===== config.mk =====
export PLATFORM = sky130hd
export DESIGN_NAME = food_placer
export DESIGN_NICKNAME = d
export VERILOG_FILES = /design/src/rtl/snake_pkg.sv /design/src/rtl/food_candidate_check.sv /design/src/rtl/food_placer.sv
export SDC_FILE = /design/constraint.sdc
export NUM_CORES = 1
export LEC_CHECK = 0
export BUFFER_PORTS_ARGS = -buffer_cell sky130_fd_sc_hd__buf_2
export CAP_MARGIN = 20
export CORE_MARGIN = 4
export CORE_UTILIZATION = 56
export DETAILED_ROUTE_END_ITERATION = 6
export PLACE_DENSITY = 0.81
export SYNTH_ARGS = -nofsm -noshare
export SYNTH_HDL_FRONTEND = slang
export SYNTH_SLANG_ARGS = --single-unit

===== constraint.sdc =====
create_clock -name CLOCK_50 -period 4.55 [get_ports CLOCK_50]
set_input_delay 0.455 -clock CLOCK_50 [delete_from_list [all_inputs] [get_ports CLOCK_50]]
set_output_delay 0.455 -clock CLOCK_50 [all_outputs]
set_load 0.01 [all_outputs]

===== src/rtl/snake_pkg.sv =====
// Shared snake-game constants, coordinate widths, food placer states and the
// on-grid legality test used by food placement and snake spawn.
package snake_pkg;

    localparam int X_W       = 10;
    localparam int Y_W       = 9;
    localparam int CELL      = 10;
    localparam int X_MAX     = 630;
    localparam int Y_MAX     = 470;
    localparam int INIT_X    = 200;
    localparam int INIT_Y    = 200;
    localparam int MAX_TRIES = 15;
    localparam int TRY_W     = 4;

    typedef enum logic [2:0] {
        ST_IDLE,
        ST_SAMPLE,
        ST_CHECK,
        ST_WAIT,
        ST_PUBLISH
    } state_t;

    // On-screen and cell-aligned; compared at full port width, no truncation.
    function automatic logic coord_legal(input logic [X_W-1:0] x, input logic [Y_W-1:0] y);
        return (x <= X_W'(X_MAX)) && (y <= Y_W'(Y_MAX)) &&
               ((x % X_W'(CELL)) == '0) && ((y % Y_W'(CELL)) == '0);
    endfunction

endpackage


===== src/rtl/food_candidate_check.sv =====
// Combinational candidate filter: bounds, cell alignment and head collision.
// Zero latency, no flow control; result is valid in the same cycle as inputs.
module food_candidate_check
    import snake_pkg::*;
(
    input  logic [X_W-1:0] cand_x,
    input  logic [Y_W-1:0] cand_y,
    input  logic [X_W-1:0] head_x,
    input  logic [Y_W-1:0] head_y,
    output logic           cand_ok
);

    logic on_head;

    assign on_head = (cand_x == head_x) && (cand_y == head_y);
    assign cand_ok = coord_legal(cand_x, cand_y) && !on_head;

endmodule


===== src/rtl/food_placer.sv =====
// Retires eaten food and places a new legal, unoccupied food cell.
// Eat to new food_valid is 4 cycles best case; rejected samples retry forever.
module food_placer
    import snake_pkg::*;
(
    input  logic           CLOCK_50,
    input  logic           resetn,
    input  logic [X_W-1:0] rand_x,
    input  logic [Y_W-1:0] rand_y,
    input  logic [X_W-1:0] head_x,
    input  logic [Y_W-1:0] head_y,
    input  logic           head_valid,
    output logic           query_req,
    output logic [X_W-1:0] query_x,
    output logic [Y_W-1:0] query_y,
    input  logic           query_hit,
    output logic [X_W-1:0] food_x,
    output logic [Y_W-1:0] food_y,
    output logic           food_valid,
    output logic           eaten,
    output logic           place_fail,
    output logic           busy
);

    state_t           state_q, state_d;
    logic [X_W-1:0]   cand_x_q, cand_x_d;
    logic [Y_W-1:0]   cand_y_q, cand_y_d;
    logic [X_W-1:0]   food_x_q, food_x_d;
    logic [Y_W-1:0]   food_y_q, food_y_d;
    logic             food_valid_q, food_valid_d;
    logic             eaten_q, eaten_d;
    logic             place_fail_q, place_fail_d;
    logic             query_req_q, query_req_d;
    logic [X_W-1:0]   query_x_q, query_x_d;
    logic [Y_W-1:0]   query_y_q, query_y_d;
    logic [TRY_W-1:0] tries_q, tries_d;
    logic             busy_q, busy_d;
    logic             cand_ok;
    logic             head_on_food;
    logic             reject;

    food_candidate_check u_check (
        .cand_x  (cand_x_q),
        .cand_y  (cand_y_q),
        .head_x  (head_x),
        .head_y  (head_y),
        .cand_ok (cand_ok)
    );

    assign head_on_food = head_valid && food_valid_q &&
                          (head_x == food_x_q) && (head_y == food_y_q);

    always_comb begin
        state_d      = state_q;
        cand_x_d     = cand_x_q;
        cand_y_d     = cand_y_q;
        food_x_d     = food_x_q;
        food_y_d     = food_y_q;
        food_valid_d = food_valid_q;
        eaten_d      = 1'b0;
        place_fail_d = 1'b0;
        query_req_d  = 1'b0;
        query_x_d    = query_x_q;
        query_y_d    = query_y_q;
        tries_d      = tries_q;
        reject       = 1'b0;

        case (state_q)
            ST_IDLE: begin
                if (head_on_food) begin
                    eaten_d      = 1'b1;
                    food_valid_d = 1'b0;
                    state_d      = ST_SAMPLE;
                end
            end
            ST_SAMPLE: begin
                cand_x_d = rand_x;
                cand_y_d = rand_y;
                state_d  = ST_CHECK;
            end
            ST_CHECK: begin
                if (cand_ok) begin
                    query_req_d = 1'b1;
                    query_x_d   = cand_x_q;
                    query_y_d   = cand_y_q;
                    state_d     = ST_WAIT;
                end else begin
                    reject = 1'b1;
                end
            end
            ST_WAIT: begin
                if (query_hit) begin
                    reject = 1'b1;
                end else begin
                    state_d = ST_PUBLISH;
                end
            end
            ST_PUBLISH: begin
                food_x_d     = cand_x_q;
                food_y_d     = cand_y_q;
                food_valid_d = 1'b1;
                tries_d      = '0;
                state_d      = ST_IDLE;
            end
            default: state_d = ST_IDLE;
        endcase

        // A failure pulse is only a warning; the search keeps sampling.
        if (reject) begin
            state_d = ST_SAMPLE;
            if (tries_q == TRY_W'(MAX_TRIES - 1)) begin
                place_fail_d = 1'b1;
                tries_d      = '0;
            end else begin
                tries_d = tries_q + 1'b1;
            end
        end

        busy_d = (state_d != ST_IDLE);
    end

    always_ff @(posedge CLOCK_50 or negedge resetn) begin
        if (!resetn) begin
            state_q      <= ST_IDLE;
            cand_x_q     <= '0;
            cand_y_q     <= '0;
            food_x_q     <= X_W'(INIT_X);
            food_y_q     <= Y_W'(INIT_Y);
            food_valid_q <= 1'b1;
            eaten_q      <= 1'b0;
            place_fail_q <= 1'b0;
            query_req_q  <= 1'b0;
            query_x_q    <= '0;
            query_y_q    <= '0;
            tries_q      <= '0;
            busy_q       <= 1'b0;
        end else begin
            state_q      <= state_d;
            cand_x_q     <= cand_x_d;
            cand_y_q     <= cand_y_d;
            food_x_q     <= food_x_d;
            food_y_q     <= food_y_d;
            food_valid_q <= food_valid_d;
            eaten_q      <= eaten_d;
            place_fail_q <= place_fail_d;
            query_req_q  <= query_req_d;
            query_x_q    <= query_x_d;
            query_y_q    <= query_y_d;
            tries_q      <= tries_d;
            busy_q       <= busy_d;
        end
    end

    assign query_req  = query_req_q;
    assign query_x    = query_x_q;
    assign query_y    = query_y_q;
    assign food_x     = food_x_q;
    assign food_y     = food_y_q;
    assign food_valid = food_valid_q;
    assign eaten      = eaten_q;
    assign place_fail = place_fail_q;
    assign busy       = busy_q;

endmodule

# Word level (Yosys, flattened, before mapping)
# Index checks and enable logic that the tools add are counted.
# totals
reg_bits	69
latch_bits	0
ram_bits	0
mem_bits_ro	0
in_bits	42
output_inout_bits	43
wordCells	64
n_memories	0
# op_classes
add_sub_neg	1
mul	0
div	2
order_cmp	2
n_eq_ne	10
shifts	0
mux	19
n_bitwise	0
n_reduce_logical	17
# op_table
op	count
== test 10 bit	2
== test 9 bit	2
two-way mux 3 bit	4
two-way mux 4 bit	3
one-hot mux 3 bit (4 select lines)	1
<= comparator 10 bit (second input constant)	1
zero test 10 bit	1
remainder unit 10 x 4 -> 10 bit (second input constant)	1
<= comparator 9 bit (second input constant)	1
zero test 9 bit	1
remainder unit 9 x 4 -> 9 bit (second input constant)	1
two-way mux 1 bit	9
logical AND 1 bit	8
== test 3 x 2 -> 1 bit (second input constant)	2
adder 4 x 1 -> 4 bit (second input constant)	1
== test 4 bit (second input constant)	1
one-hot mux 1 bit (2 select lines)	2
AND reduction 2 bit	2
nonzero test 2 bit	2
== test 3 x 1 -> 1 bit (second input constant)	1
== test 3 bit (second input constant)	1
zero test 3 bit	1
nonzero test 3 bit	1
!= test 2 bit (second input constant)	1
zero test 1 bit	1

# Longest topological paths before layout
# Gate-level depths: netlist of run 1.
# logic_depth
depth_word	9
depth_mapped	19
ltp_nobuf	16

# Hierarchy
# A second synthesis of run 1 with hierarchy kept.
# hier_totals
hier_cells	431
hier_area_um2	4436.8
# modules_own_cells
mod	instances	cells_per_inst	area_each_um2	seq_area_each_um2
food_placer	1	200	2884.0	1735.4
food_candidate_check	1	231	1552.7	0.0

# Least setup slack after synthesis of run 1
# OpenSTA, ideal clock, no wires.
# synth_path
kind	register to register
startpoint	reg cand_y_q[3]
endpoint	reg query_x_q[1] (netlist: query_x[1])
setup_ps	125
arrival_time_ps	3892
required_ps	4425
slack_ps	533
path_stages_with_launch	15
n_path_buf	2
synth_period_minus_slack_ps	4017
cell_sequence	dfrtp_1 -> clkbuf_1 -> or4b_2 -> a21oi_1 -> a221o_1 -> nor2_1 -> a21oi_1 -> ha_1 -> inv_1 -> or4_1 -> nand3_1 -> a31oi_1 -> nor3_4 -> buf_8 -> mux2_4
# synth_via
elab_chain_cells	6
word_cells_on_any_way	11
cone_classes	1 x div; 1 x order compare; 1 x eq/ne; 8 x reduce/logical
# synth_rtl
item	line_no	source
start: declaration	food_placer.sv:27	logic [Y_W-1:0] cand_y_q, cand_y_d;
start signal: assignment	food_placer.sv:140	cand_y_q <= cand_y_d;
branches (longest 4 deep; another with remainder unit 9 x 4 -> 9 bit)	n/a	
logical AND 1 bit *	food_candidate_check.sv:16	assign cand_ok = coord_legal(cand_x, cand_y) && !on_head;
AND reduction 2 bit (no source line) *	n/a	
end signal: assignment	food_placer.sv:147	query_x_q <= query_x_d;
end: declaration	food_placer.sv:34	logic [X_W-1:0] query_x_q, query_x_d;
# Every way passes the cells marked *.
# A chain may end at the register's enable or synchronous reset.

# Worst setup path in the final report of run 1
# layout_path
startpoint	reg cand_y_q[6]
endpoint	reg query_y_q[2] (netlist: query_y[2])
# layout_via
elab_chain_cells	6
word_cells_on_any_way	11
cone_classes	1 x div; 1 x order compare; 1 x eq/ne; 8 x reduce/logical
# layout_rtl
item	line_no	source
branches (longest 4 deep; another with remainder unit 9 x 4 -> 9 bit)	n/a	
logical AND 1 bit *	food_candidate_check.sv:16	
AND reduction 2 bit (no source line) *	n/a	
end signal: assignment	food_placer.sv:148	query_y_q <= query_y_d;
end: declaration	food_placer.sv:35	logic [Y_W-1:0] query_y_q, query_y_d;
# Marks and branches as above.

==> results of run 1 <==
==> critical path, stage by stage, from the launching register on <==
cell and delay (ns):
dfrtp_1 0.57, buf_4 0.23, nand4bb_1 0.16, o32ai_1 0.11
o2bb2ai_1 0.20, and2_1 0.32, inv_1 0.09, a21oi_1 0.14
nor2_1 0.05, a21oi_1 0.23, ha_1 0.27, inv_1 0.10
or4_1 0.50, nand3_1 0.10, a31oi_2 0.23, nor3_4 0.26
buf_4 0.28, mux2_2 0.36
==> metrics by stage <==
stage                     power, mW  setup WS, ns  cell area (um2)  std cells
final                         3.531        0.2039             5020        615
after global routing          3.784      0.001756             5020        615
after CTS                     3.474       0.03761             4980        614
after detailed placement      2.954        0.1106             4781        598
after global placement        2.870        0.3562             4781        598
after floorplan               2.485        0.5325             4333        438
==> power groups by stage <==
stage	logic, mW	clock network, mW	registers [mW]
floorplan	1.47	0	1.01
global placement	1.66	0	1.21
detailed placement	1.73	0	1.22
CTS	1.75	0.518	1.21
global route	1.97	0.546	1.27
finish	1.80	0.508	1.23
==> logic make-up (layout without fill, tap and decap cells) <==
| group | Yosys count | count (layout) | synth area share [%] |
|---|---|---|---|
| DFF | 69 | 69 | 40.05 |
| adders and majority gates | 4 | 4 | 1.155 |
| xor gates and xnor gates | 43 | 43 | 8.692 |
| muxes | 42 | 42 | 11.52 |
| buffers and inverters | 42 | 120 | 4.360 |
| AOI/OAI and AO/OA | 103 | 103 | 16.63 |
| and+or+nand+nor | 135 | 135 | 17.59 |
==> cell usage after synthesis, drive strengths merged, types with 3 or more instances <==
library cell | n | share of area (%)
o21ai | 26 | 3.0
inv | 13 | 1.1
nor3b | 5 | 0.87
or4b | 3 | 0.78
mux2 | 39 | 11
and2 | 3 | 0.43
nor2b | 10 | 1.4
nor2 | 16 | 1.4
nand2 | 35 | 3.0
nand4 | 4 | 0.58
or3 | 3 | 0.43
nand3 | 7 | 0.81
ha | 4 | 1.2
and3b | 3 | 0.61
and3 | 4 | 0.58
nor4 | 9 | 1.3
o22ai | 6 | 0.87
dfstp | 7 | 4.2
nor3 | 6 | 0.95
mux2i | 3 | 0.69
dfrtp | 62 | 36
xnor2 | 12 | 2.4
buf | 10 | 1.6
a21oi | 15 | 1.7
nand2b | 17 | 2.5
xor2 | 31 | 6.3
o31ai | 5 | 0.87
o211ai | 12 | 2.2
a211oi | 3 | 0.52
clkbuf | 18 | 1.6
a31oi | 3 | 0.43
==> final timing paths <==
check                            startpoint         end  slack (ns)
worst max-delay path            cand_y_q[6]  query_y[2]        0.20
worst min-delay path                 resetn  query_x[9]        0.18
worst max register to register  cand_y_q[6]  query_y[2]        0.20
worst min register to register   food_valid  food_valid        0.48
max in group asynchronous            resetn   food_y[3]        3.40
min in group CLOCK_50             query_hit  state_q[2]        0.27
==> flip-flops by register name, summed over array words and instances (netlist names), 3 cells and up <==
register  count
cand_x_q     10
food_x       10
query_x      10
cand_y_q      9
food_y        9
query_y       9
tries_q       4
state_q       3
==> metal layers <==
layer	wire length, um	share of wire, %
met1	4607	41
met2	5492	49
met3	969	8.6
met4	232	2.1
met5	0	0
==> final cells by class <==
type,count,share of cell area (%)
multi-input combinational,327,48.16
sequential,69,34.70
timing repair buffer,90,9.671
clock buffer,10,2.742
tap,99,2.468
clock inverter,6,1.221
inverter,14,1.047
==> timing repair <==
action	in CTS	in global routing
hold buffers	0	0
gates resized for setup	0	7
endpoints found under the setup margin	0	21
endpoints found under the hold margin	0	0
==> summary.md, run 1 <==
| Metric | Value |
|---|---|
| Initial drt markers | `254` |
| Skew-Pair Late Insertion Delay | `0.36 ns` |
| CP startpoint kind | `flop` |
| Initial antenna violation count | `0` |
| Met3 Usage GRT | `5.942%` |
| CTS clock-pin slew for the worst setup and hold paths | `0.08 ns` |
| Post-Syn Nets | `484` |
| Ys Warns | `0` |
| Switch Pwr | `1.649 mW` |
| Post-synthesis async set-or-reset flop share | `100.0%` |
| Largest net degree at the start of global routing | `36` |
| Final #Nets | `557` |
| Total power per unit cell area | `703.4 nW/um2` |
| Max_slew headroom | `46.84%` |
| Total track usage | `25.50%` |
| Grt total ovfl | `0` |
| M2 GR Usage | `40.71%` |
| Reg power frac | `34.7%` |
| Crit. End Element | `flop` |
| Number of max-cap violations | `0` |
| # clock sinks | `69` |
| CP Data Required Time | `4.79 ns` |
| Setup CP Type | `reg2reg` |
| Post-synth EDFFs | `0` |
| Hold WS | `0.1776 ns` |
| IO Port Bufs | `84` |
| Row cnt | `31` |
| Core area | `7370 um2` |
| First-pass GRT wire length | `17.97 mm` |
| Die footprint | `9208 um2` |
| Register area | `1742 um2` |
| Final Skew | `0.01296 ns` |
| Vias per cell | `6.106` |
| Status | `complete, no violations` |
| Most crowded layer after global routing | `met2` |
| Critical Path AT | `4.58 ns` |
| Chip height | `95.96 um` |
| P&R area growth vs syn | `15.85%` |
| Vias in the first global route | `3607` |
| Die W | `95.96 um` |
| First drt pass iteration count | `5` |
| Worst Tran Pin Value | `0.7975 ns` |
| Hold Path Class | `in2async` |
| Synth Register Bits | `69` |
| Int Pwr | `1.882 mW` |
| RSZ-0062 raised after global routing | `no` |
| Leakage | `2.371 nW` |
| Setup-failing EPs final | `0` |
| Reg2Reg Depth | `17` |
| Cells after synthesis | `438` |
| DRC violation count after routing | `0` |
| Final Wtd Congestion | `0.9309` |
| IO Pins | `85` |
| Total vias in the final route | `3755` |
| Post-synthesis sequential area ratio | `40.05%` |
| Fin. max-slew vios | `0` |
| Clock power share | `14.4%` |
| Crit path time final | `4.346 ns` |
| Fmax | `230.1 MHz` |
| Multi-input gate area in the final layout | `2417 um2` |
| Clk buf depth | `2` |
| Worst VDD drop | `0.4722 mV` |
| Unique cell type count in the Yosys netlist | `73` |
| Most common cell after layout, fill and taps aside | `buf_2` |
| Final core utilization | `68.12%` |
| Syn Area/Cell | `9.892 um2` |
| # diodes | `0` |
| Share of cells above drive strength 1 | `32.17%` |
| Most frequent cells in the layout | `buf_2, dfrtp_1, nand2_1, xor2_1, mux2_2` |
| H-tree depth | `3` |
| Root buffer cell | `clkbuf_8` |
| CTS tree | `yes` |
| Final HPWL DP | `8.097 mm` |
| Met1 usage | `33.32%` |
| Final hold violation count | `0` |
| Setup Buffers After CTS | `0` |
| Initial core utilization | `58.79%` |
| Final ANT Viol Nets | `0` |
| Syn Std Cell Area | `4333 um2` |
| Post-Route WL | `11.30 mm` |
| Combinational cell fraction of total power | `50.9%` |
| Fillers | `589` |
| Primary FF master, synth | `dfrtp_1` |
| Switching share of power | `46.71%` |
| Avg WL per Cell | `18.38 um` |
| Period Utilization, post-route | `95.52%` |
| Setup Total Neg Slack | `0 ns` |
| CP Max Fanout | `13` |
| Total CTS buffers | `9` |
Note: power is estimated with default switching activity, not from simulation.
==> run 2: changes to the inputs <==
REMOVE_ABC_BUFFERS = 1   (was unset)
==> summary.md, run 2 (synthesized netlist as in run 1, its figures left out) <==
| Metric | Value |
|---|---|
| Max_slew headroom | `41.20%` |
| # clock sinks | `69` |
| Vias in the first global route | `3656` |
| Final HPWL DP | `7.988 mm` |
| CP Data Required Time | `4.77 ns` |
| Reg2Reg Depth | `13` |
| Post-cts hold buffer count | `0` |
| Row cnt | `31` |
| Hold Path Class | `in2async` |
| Most common cell after layout, fill and taps aside | `buf_2` |
| Setup CP Type | `reg2reg` |
| Skew-Pair Late Insertion Delay | `0.34 ns` |
| # diodes | `0` |
| Final Skew | `0.01062 ns` |
| Die footprint | `9208 um2` |
| Leakage | `2.370 nW` |
| Setup Total Neg Slack | `0 ns` |
| CP startpoint kind | `flop` |
| Total track usage | `25.20%` |
| Share of cells above drive strength 1 | `31.72%` |
| Final ANT Viol Nets | `0` |
| IO Port Bufs | `84` |
| Post-route setup slack | `0.3534 ns` |
| Vias per cell | `5.963` |
| Setup-failing EPs final | `0` |
| Worst Tran Pin Value | `0.8820 ns` |
| Crit-path cells | `or4b_2 -> a21oi_1 -> a221o_1 -> a21oi_1 -> nor2_1 -> a21oi_1 -> ha_1 -> a311oi_1 -> o311ai_0 -> a2111o_1 -> nor3_4 -> buf_12 -> mux2_2` |
| Critical Path AT | `4.42 ns` |
| Initial drt markers | `267` |
| CTS tree | `yes` |
| Initial core utilization | `58.79%` |
| Dpl ws | `0.1648 ns` |
| Switching share of power | `46.15%` |
| Status | `complete, no violations` |
| RSZ-0062 raised after global routing | `no` |
| Grt total ovfl | `0` |
| CP Max Fanout | `19` |
| Reg-to-Reg End | `query_y[5]` |
| Clk buf depth | `2` |
| Largest net degree at the start of global routing | `70` |
| Crit path time final | `4.197 ns` |
| Most frequent CP cell | `a21oi_1` |
| Worst VDD drop | `0.3669 mV` |
| Family with the most delay on the worst path | `compound AO/OA/AOI/OAI gates` |
| WP depth | `13` |
| Total power per unit cell area | `693.0 nW/um2` |
| Initial antenna violation count | `0` |
| DRC violation count after routing | `0` |
| Switch Pwr | `1.607 mW` |
| Final Wtd Congestion | `0.8709` |
| Root buffer cell | `clkbuf_8` |
| Die W | `95.96 um` |
| Final hold violation count | `0` |
| IO Pins | `85` |
| Reg-to-reg startpoint | `cand_y_q[3]` |
| Fmax | `238.3 MHz` |
| Dpl cell area | `4801 um2` |
| Final instance area | `5024 um2` |
| Crit. End Element | `flop` |
| Period Utilization, post-route | `92.23%` |
| Setup Buffers After CTS | `0` |
| CTS clock-pin slew for the worst setup and hold paths | `0.08 ns` |
| First-pass GRT wire length | `17.86 mm` |
| Reg power frac | `35.2%` |
| Post-Route WL | `10.98 mm` |
| CP max-delay cell | `or4b_2` |
| Hold WS | `0.3065 ns` |
| Total vias in the final route | `3673` |
| Worst stage delay on the critical path | `0.69 ns` |
| Avg WL per Cell | `17.82 um` |
| Total CTS buffers | `9` |
| WP buf/inv | `1` |
| Most frequent cells in the layout | `buf_2, dfrtp_1, nand2_1, xor2_1, mux2_2` |
| Core area | `7370 um2` |
| Combinational cell fraction of total power | `51.1%` |
| Int Pwr | `1.875 mW` |
| R2R Setup Slk | `0.35 ns` |
| Worst Setup SP | `cand_y_q[3]` |
| Fin. max-slew vios | `0` |
| H-tree depth | `3` |
| Total power | `3.482 mW` |
| Final #Nets | `558` |
| First drt pass iteration count | `5` |
| P&R area growth vs syn | `15.94%` |
| Clock power share | `13.7%` |
| Chip height | `95.96 um` |
| Number of max-cap violations | `0` |
-- run 2: cell types whose count changed in the layout (fill, tap and decap cells not counted) --
cell      change
buf_12        +1
dfrtp_2       -1
clkbuf_8      -1
dfrtp_1       +1
clkbuf_1      +2
inv_6         -1
-- run 2: power by group through the flow --
| stage | Clock [mW] | Combinational [mW] | Sequential (mW) |
|---|---|---|---|
| 2_1_floorplan | 0 | 1.26 | 1.15 |
| 3_3_place_gp | 0 | 1.69 | 1.21 |
| 3_5_place_dp | 0 | 1.74 | 1.22 |
| 4_1_cts | 0.485 | 1.75 | 1.21 |
| 5_1_grt | 0.510 | 1.98 | 1.27 |
| 6_report | 0.476 | 1.78 | 1.23 |
-- run 2: per-stage QoR --
stage                     utilization (%)  std cells
after floorplan                         -        410
after global placement              65.14        599
after detailed placement            65.14        599
after CTS                           67.64        615
after global routing                68.17        616
final                               68.17        616
-- run 2: final cells by class --
cell class / instances / area, um2
inverter: 14 / 52.55
multi-input combinational: 327 / 2417
fill: 596 / 2346
tap: 99 / 123.9
clock buffer: 11 / 131.4
sequential: 69 / 1740
timing repair buffer: 91 / 505.5
clock inverter: 5 / 52.55
-- run 2: worst max-delay path by stage --
stage | end | slack [ns]
floorplan | query_x[9] | 0.34
global placement | query_y[4] | 0.38
detailed placement | query_y[5] | 0.16
CTS | query_y[1] | 0.14
global route | query_x[9] | 0.1
finish | query_y[5] | 0.35
-- run 2: repair_timing --
action / in CTS / in global routing
hold endpoints to repair: 0 / 0
setup endpoints to repair: 0 / 21
resized for setup: 0 / 6
-- run 2: routing by layer --
layer	share of wire (%)	GRT usage [%]
met1	46	36.06
met2	46	39.14
met3	7.2	3.597
met4	1.3	8.768
met5	0	0
==> run 3: changes to the inputs <==
BUFFER_PORTS_ARGS = unset   (was -buffer_cell sky130_fd_sc_hd__buf_2)
CELL_PAD_IN_SITES_DETAIL_PLACEMENT = 0   (was unset)
CELL_PAD_IN_SITES_GLOBAL_PLACEMENT = 1   (was unset)
CORE_UTILIZATION = 49   (was 56)
DONT_BUFFER_PORTS = 1   (was unset)
PLACE_DENSITY = 0.76   (was 0.81)
==> summary.md, run 3 (synthesized netlist as in run 1, its figures left out) <==
| Metric | Value |
|---|---|
| Root buffer cell | `clkbuf_8` |
| Crit. End Element | `flop` |
| Leakage | `1.996 nW` |
| Crit path time final | `4.227 ns` |
| Initial core utilization | `49.93%` |
| Most frequent cells in the layout | `dfrtp_1, nand2_1, xor2_1, mux2_2, o21ai_0` |
| Total vias in the final route | `3312` |
| CTS tree | `yes` |
| Clk buf depth | `2` |
| Total power per unit cell area | `730.9 nW/um2` |
| IO Pins | `85` |
| Chip height | `102.0 um` |
| Combinational cell fraction of total power | `47.6%` |
| Vias in the first global route | `3288` |
| Setup CP Type | `reg2reg` |
| Setup Total Neg Slack | `0 ns` |
| Critical Path AT | `4.45 ns` |
| H-tree depth | `3` |
| Reg power frac | `38.1%` |
| Post-Route WL | `10.84 mm` |
| # clock sinks | `69` |
| IO Port Bufs | `0` |
| Final Skew | `0.008985 ns` |
| CP Data Required Time | `4.78 ns` |
| Int Pwr | `1.815 mW` |
| Final instance area | `4653 um2` |
| CP startpoint kind | `flop` |
| Row cnt | `34` |
| Switch Pwr | `1.586 mW` |
| Final HPWL DP | `7.805 mm` |
| Switching share of power | `46.63%` |
| Final Wtd Congestion | `0.8638` |
| DRC violation count after routing | `0` |
| Period Utilization, post-route | `92.90%` |
| Initial drt markers | `256` |
| Setup-failing EPs final | `0` |
| Worst Tran Pin Value | `0.6905 ns` |
| Total power | `3.401 mW` |
| First-pass GRT wire length | `17.37 mm` |
| # diodes | `0` |
| Most common cell after layout, fill and taps aside | `dfrtp_1` |
| Number of max-cap violations | `0` |
| CTS clock-pin slew for the worst setup and hold paths | `0.08 ns` |
| Dpl cell area | `4392 um2` |
| Skew-Pair Late Insertion Delay | `0.34 ns` |
| Vias per cell | `6.099` |
| Die footprint | `10410 um2` |
| Largest net degree at the start of global routing | `70` |
| Fmax | `236.6 MHz` |
| P&R area growth vs syn | `7.392%` |
| Clock power share | `14.3%` |
| Setup Buffers After CTS | `0` |
| Total CTS buffers | `9` |
| RSZ-0062 raised after global routing | `no` |
| Worst VDD drop | `0.3476 mV` |
| Status | `complete, no violations` |
| Final ANT Viol Nets | `0` |
| Share of cells above drive strength 1 | `19.54%` |
| Final #Nets | `476` |
| First drt pass iteration count | `4` |
| Total track usage | `21.33%` |
| Core area | `8678 um2` |
| Hold Path Class | `in2reg` |
| Fin. max-slew vios | `0` |
| Max_slew headroom | `53.96%` |
| Avg WL per Cell | `19.97 um` |
| CP Max Fanout | `19` |
| Grt total ovfl | `0` |
| Die W | `102.0 um` |
| Initial antenna violation count | `0` |
| Final hold violation count | `0` |
run 3: cell count changes in the layout (fill, tap and decap cells not counted), sizes merged:
| cell | delta |
|---|---|
| buf | -83 |
| dlygate4sd3 | +1 |
| clkinv | +2 |
| clkbuf | -2 |
run 3: through the flow:
stage / worst slack [ns] / hold WS [ns] / util [%] / cells
2_1_floorplan: 0.3401 / 0.1594 / - / 410
3_3_place_gp: 0.2654 / 0.1612 / 50.61 / 524
3_5_place_dp: 0.1962 / 0.1611 / 50.61 / 524
4_1_cts: 0.1876 / 0.1669 / 53.23 / 542
5_1_grt: 0.001243 / 0.1703 / 53.62 / 543
6_report: 0.3230 / 0.1772 / 53.62 / 543
run 3: power by group through the flow:
stage | clock (mW) | combinational [mW] | sequential (mW)
after floorplan | 0 | 1.26 | 1.15
after global placement | 0 | 1.56 | 1.29
after detailed placement | 0 | 1.58 | 1.30
after CTS | 0.497 | 1.60 | 1.29
after global routing | 0.524 | 1.82 | 1.35
final | 0.487 | 1.62 | 1.29
run 3: repair_timing:
| item | CTS | global route |
|---|---|---|
| hold endpoints to repair | 69 | 0 |
| endpoints found under the setup margin | 0 | 22 |
| hold buffers | 2 | 0 |
| resized for setup | 0 | 8 |
run 3: layer usage:
layer	vias to the layer above	part of all wire (%)	global-route usage, %
met5	-	0	0
li1	1586	-	-
met1	1609	47	31.78
met3	14	9.0	6.826
met4	0	1.6	7.064
met2	103	42	29.14
run 3: path summary, 6_finish.rpt:
path                       slack [ns]    endpoint  depth (start not counted)   startpoint
max                              0.32  query_x[9]                         14  cand_y_q[4]
max in group asynchronous        3.58   food_x[6]                          2       resetn
max reg2reg                      0.32  query_x[9]                         14  cand_y_q[4]
min reg2reg                      0.49  food_valid                          2   food_valid
min                              0.18  state_q[2]                          1    query_hit
min in group asynchronous        0.64   food_y[5]                          2       resetn
run 3: layout make-up:
| class | count | area [um2] |
|---|---|---|
| Inverter | 14 | 52.55 |
| Clock buffer | 9 | 123.9 |
| Sequential cell | 69 | 1742 |
| Fill cell | 813 | 4025 |
| Timing Repair Buffer | 9 | 110.1 |
| Clock inverter | 7 | 66.31 |
| Tap cell | 108 | 135.1 |
| Multi-Input combinational cell | 327 | 2424 |
run 3: worst max-delay path, cell delays in order (launching register included):
cell      delay, ns
dfrtp_1        0.51
buf_4          0.22
or4b_2         0.60
a21oi_1        0.17
a221o_1        0.30
a21oi_1        0.07
nor2_1         0.10
a21oi_1        0.07
ha_1           0.26
a311oi_1       0.25
o311ai_0       0.16
a2111o_1       0.57
nor3_4         0.27
buf_12         0.20
mux2_2         0.34
